`src/rtl/street_sensor_cond.sv`:
```
// street_sensor_cond: synchronise, debounce and queue-count main/cross vehicle sensors for the light FSMs
module street_sensor_cond #(
    parameter int DEBOUNCE  = 3,
    parameter int DRAIN_CYC = 2,
    parameter int MAX_CARS  = 15
) (
    input  logic       clk,
    input  logic       rst,
    input  logic       sensor_main,
    input  logic       sensor_cross,
    input  logic [4:0] state_main,
    input  logic [4:0] state_cross,
    output logic       waiting,
    output logic       waiting_cross,
    output logic [3:0] count_main,
    output logic [3:0] count_cross,
    output logic       ovf_main,
    output logic       ovf_cross
);
    logic [1:0]      sens, green, ovf_v;
    logic [1:0][3:0] cnt_v;
    assign sens  = {sensor_cross, sensor_main};
    assign green = {state_cross == 5'b10000, state_main == 5'b10000};
    genvar c;
    for (c = 0; c < 2; c++) begin : g_ch
        logic       s1, s2, filt, ovf, arr, dep;
        logic [3:0] deb, tmr, count;
        assign arr = s2 && !filt && deb == 4'(DEBOUNCE - 1);
        assign dep = green[c] && count != 4'd0 && tmr == 4'(DRAIN_CYC - 1);
        always_ff @(posedge clk) begin
            if (rst) begin
                s1    <= 1'b0;
                s2    <= 1'b0;
                filt  <= 1'b0;
                deb   <= 4'd0;
                tmr   <= 4'd0;
                count <= 4'd0;
                ovf   <= 1'b0;
            end else begin
                s1 <= sens[c];
                s2 <= s1;
                if (s2 == filt) deb <= 4'd0;
                else if (deb == 4'(DEBOUNCE - 1)) begin
                    filt <= s2;
                    deb  <= 4'd0;
                end else deb <= deb + 4'd1;
                tmr <= (!green[c] || count == 4'd0 || dep) ? 4'd0 : tmr + 4'd1;
                // a simultaneous arrival and departure cancel, leaving count and ovf untouched
                if (arr && !dep) begin
                    if (count < 4'(MAX_CARS)) count <= count + 4'd1;
                    else ovf <= 1'b1;
                end else if (dep && !arr) count <= count - 4'd1;
            end
        end
        assign cnt_v[c] = count;
        assign ovf_v[c] = ovf;
    end
    assign count_main    = cnt_v[0];
    assign count_cross   = cnt_v[1];
    assign ovf_main      = ovf_v[0];
    assign ovf_cross     = ovf_v[1];
    assign waiting       = |count_main;
    assign waiting_cross = |count_cross;
endmodule

```
`config.mk`:
```
export PLATFORM = sky130hd
export DESIGN_NAME = street_sensor_cond
export DESIGN_NICKNAME = d
export VERILOG_FILES = /design/src/rtl/street_sensor_cond.sv
export SDC_FILE = /design/constraint.sdc
export NUM_CORES = 1
export LEC_CHECK = 0
export BUFFER_PORTS_ARGS = -buffer_cell sky130_fd_sc_hd__buf_2
export CORE_MARGIN = 4
export CORE_UTILIZATION = 55
export DETAILED_ROUTE_END_ITERATION = 16
export HOLD_SLACK_MARGIN = 0.02
export PLACE_DENSITY = 0.87
export SLEW_MARGIN = 20
export SYNTH_ARGS = -nofsm -noshare
export SYNTH_HDL_FRONTEND = slang
export SYNTH_SLANG_ARGS = --single-unit
```
`constraint.sdc`:
```
create_clock -name clk -period 3.15 [get_ports clk]
set_clock_uncertainty 0.15 [all_clocks]
set_input_delay 0.1575 -clock clk [delete_from_list [all_inputs] [get_ports clk]]
set_output_delay 0.1575 -clock clk [all_outputs]
set_load 0.01 [all_outputs]
```
==> impl_metrics.ini <==
[outcome]
status = complete, no violations

[sta]
fin_setup_tns_ns = 0
period_share = 0.795
period_minus_slack_ns = 2.50
setup_ws_ns = 0.645
slew_viol_final = 0
fmax_mhz = 399
rsz0062_at_grt = false
relSlewSlack = 0.702
final-setup-viol-count = 0
hold_viol_final = 0
tightest_slew_ns = 0.448

[logic_synthesis]
syn_nets = 199
synth.distinct_cells = 34
synth-xor-area-share = 0.0510
synth_edf_count = 0
synth.area.top_cells = dfxtp_1, ha_1, nor2_1
synth_compound_area_frac = 0.0379
syn_inst = 169
synth.largest_area_cell = dfxtp_1
yosysSeqAreaShare = 0.373
synth_top_area_frac = 0.373
synthArstFlopShare = 0
syn_area_per_cell_um2 = 10.2
synth_most_common_cell = nor2_1
synthesis.area_mm2 = 0.00172
synth-adder-area-share = 0.125
synth_commonest_cells = nor2_1, dfxtp_1, ha_1, nor2b_1
synthSimpleGateAreaFrac = 0.296
synth-warning-count = 0
ys_ff_latch = 32
synth_top_family_by_area = simple AND/OR/NAND/NOR gates
post_synth_mux_area_share = 0.0926
yosys_most_used_dff = dfxtp_1

[floorplanning]
die_area_mm2 = 0.00408
io_pins = 26
core.rowCount = 20
die_h_um = 63.9
initial_core_util = 0.567
fp.dieW_um = 63.9
core_mm2 = 0.00303

[power_and_ir_drop]
ir_drop_v = 0.000279
power.density_mw_per_mm2 = 373
leakage_nw = 0.892

[min_path]
worstHoldStart = state_main[3]
hold_depth = 4
hold_end = g_ch[0].tmr[1]
hold_path_class = in -> reg

[routing]
vias = 1224
routed_wl_mm = 2.68
post_drt_wl_per_cell_um = 11.0
drc_errors = 0
drt_iter0_drc = 60
first_pass_iters = 4
avgViaCountPerCell = 5.00
ant_nets = 0

[place]
gp_congestion = 0.819
place_ws_ns = 0.665
dp_cells = 235
dp_hpwl_mm = 2.09
port-buffer-count = 25

[final_layout]
area_growth_pct = 15.5
layout.cells.non_filler = 245
fin_util = 0.655
nets = 230
antenna_cells = 0
fillers = 268
drive_gt1_frac = 0.244

[setup_path]
r2r_end = count_cross[3]
critPathKind = reg -> reg
slowest_delay_ns = 0.40
ff2ff_setup_slack_ns = 0.65
crit_slowest_cell = dfxtp_1
worstRegToRegCells = 9
crit_path_cell_trace = ha_1 > nor3b_2 > nand4_4 > nand2_1 > ha_1 > a21oi_1 > a211oi_1 > mux2i_1 > mux2_1
cp_common_cell = ha_1
worstPathMaxFanout = 4
worstPathRequired_ns = 3.21
reg2reg_from = g_ch[1].tmr[0]
critPathLaunchType = flip-flop
worstSetupStartpoint = g_ch[1].tmr[0]
cp-end-kind = flip-flop
critPathArrivalTime_ns = 2.57

[global_route]
grt_pass1_wl_mm = 4.77
grt_pass1_vias = 1174
antenna_found_initial = 0
grtUsageMet2 = 0.239
top_usage_layer = met2
grt_start_max_net_pins = 29
grt_usage = 0.148
met1_usage = 0.171
grt-ovfl-total = 0
met3_usage = 0.0527

[flow_run]
maxCapViolCount = 0

[clock_network]
clkSlewWorstSetupHoldPaths_ns = 0.10
cts_num_sinks = 32
h-tree-depth = 2
clk_latency_ns = 0.32
postCtsSetupBuffers = 0
clock_path_buffers = 2
cts_buffers = 5
cts_tree = done
cts_root_buf = clkbuf_4
registers in the layout, indices dropped and copies added (netlist names):
register,count
g_ch.s1,2
count_main,4
g_ch.filt,2
ovf_main,1
g_ch.tmr,8
g_ch.s2,2
ovf_cross,1
count_cross,4
g_ch.deb,8
layer usage:
layer | vias to the layer above | routed length (um)
met5 | - | 0
met4 | 0 | 40
met3 | 4 | 123
met2 | 20 | 1340
met1 | 560 | 1180
li1 | 640 | -
cell usage in the layout, fill, tap and decap left out, types with 2 or more instances in the layout:
cell	synthesis	layout
xor2_1	4	4
and4_1	2	2
nand4_4	2	2
nand2b_1	4	4
clkbuf_4	0	5
nor4b_1	2	2
and3_1	4	4
xnor2_1	6	6
nand4b_1	2	2
dfxtp_1	32	32
a21oi_1	4	4
nor2_1	34	34
fa_1	2	2
nor2b_1	11	11
mux2_4	4	4
dlygate4sd3_1	0	2
mux2_1	2	2
a211o_1	2	2
a211oi_1	2	2
ha_1	14	14
inv_1	6	6
mux2i_1	4	4
nand2_1	2	2
nor4_4	2	2
nand3_1	6	6
buf_2	0	25
inv_2	2	2
nor3b_2	2	2
a31oi_1	2	2
worst max-delay path, delay by kind of cell, from the launching register on:
kind / cells / cell delay (ns)
fa+ha+maj: 2 / 0.44
compound gates: 2 / 0.30
simple gates: 3 / 0.63
flops: 1 / 0.40
mux: 2 / 0.49
cell families (layout without fill, tap and decap cells):
kind of cell | Yosys count | count (layout)
adder cells (fa/ha/maj) | 16 | 16
multiplexers | 12 | 12
flip-flops | 32 | 32
AND/OR/NAND/NOR | 78 | 78
XOR/XNOR | 10 | 10
buffers and inverters | 11 | 43
AO/OA/AOI/OAI | 10 | 10
metrics by stage:
| stage | cell area, um2 | total power [mW] | hold slack [ns] |
|---|---|---|---|
| after global placement | 1890 | 0.446 | 0.219 |
| after floorplan | 1720 | 0.435 | 0.136 |
| after detailed placement | 1890 | 0.447 | 0.223 |
| after global routing | 1980 | 0.774 | 0.0646 |
| final | 1980 | 0.740 | 0.0686 |
| after CTS | 1980 | 0.753 | 0.0498 |
report_power, final:
part	switching [mW]	internal [mW]
Sequential	0.00161	0.407
Clock	0.135	0.166
Combinational	0.0148	0.0148
Total	0.151	0.589
layout make-up:
type,count,area [um2],share of cell area
multi-input combinational,126,1030,0.522
sequential,32,641,0.323
timing repair buffer,27,145,0.0732
tap,44,55.1,0.0278
clock buffer,6,41.3,0.0208
clock inverter,2,35.0,0.0177
inverter,8,30.0,0.0152
worst max path at each step:
stage / cells after the start / endpoint
after floorplan: 9 / count_cross[3]
after global placement: 9 / count_main[3]
after detailed placement: 9 / count_main[3]
after CTS: 9 / count_main[3]
after global routing: 9 / count_cross[3]
final: 9 / count_cross[3]
timing repair:
item / 4_1_cts / 5_1_grt
hold endpoints to repair: 2 / 0
hold buffers: 2 / 0
resized for setup: 0 / 0
Note: power is estimated with default switching activity, not from simulation.
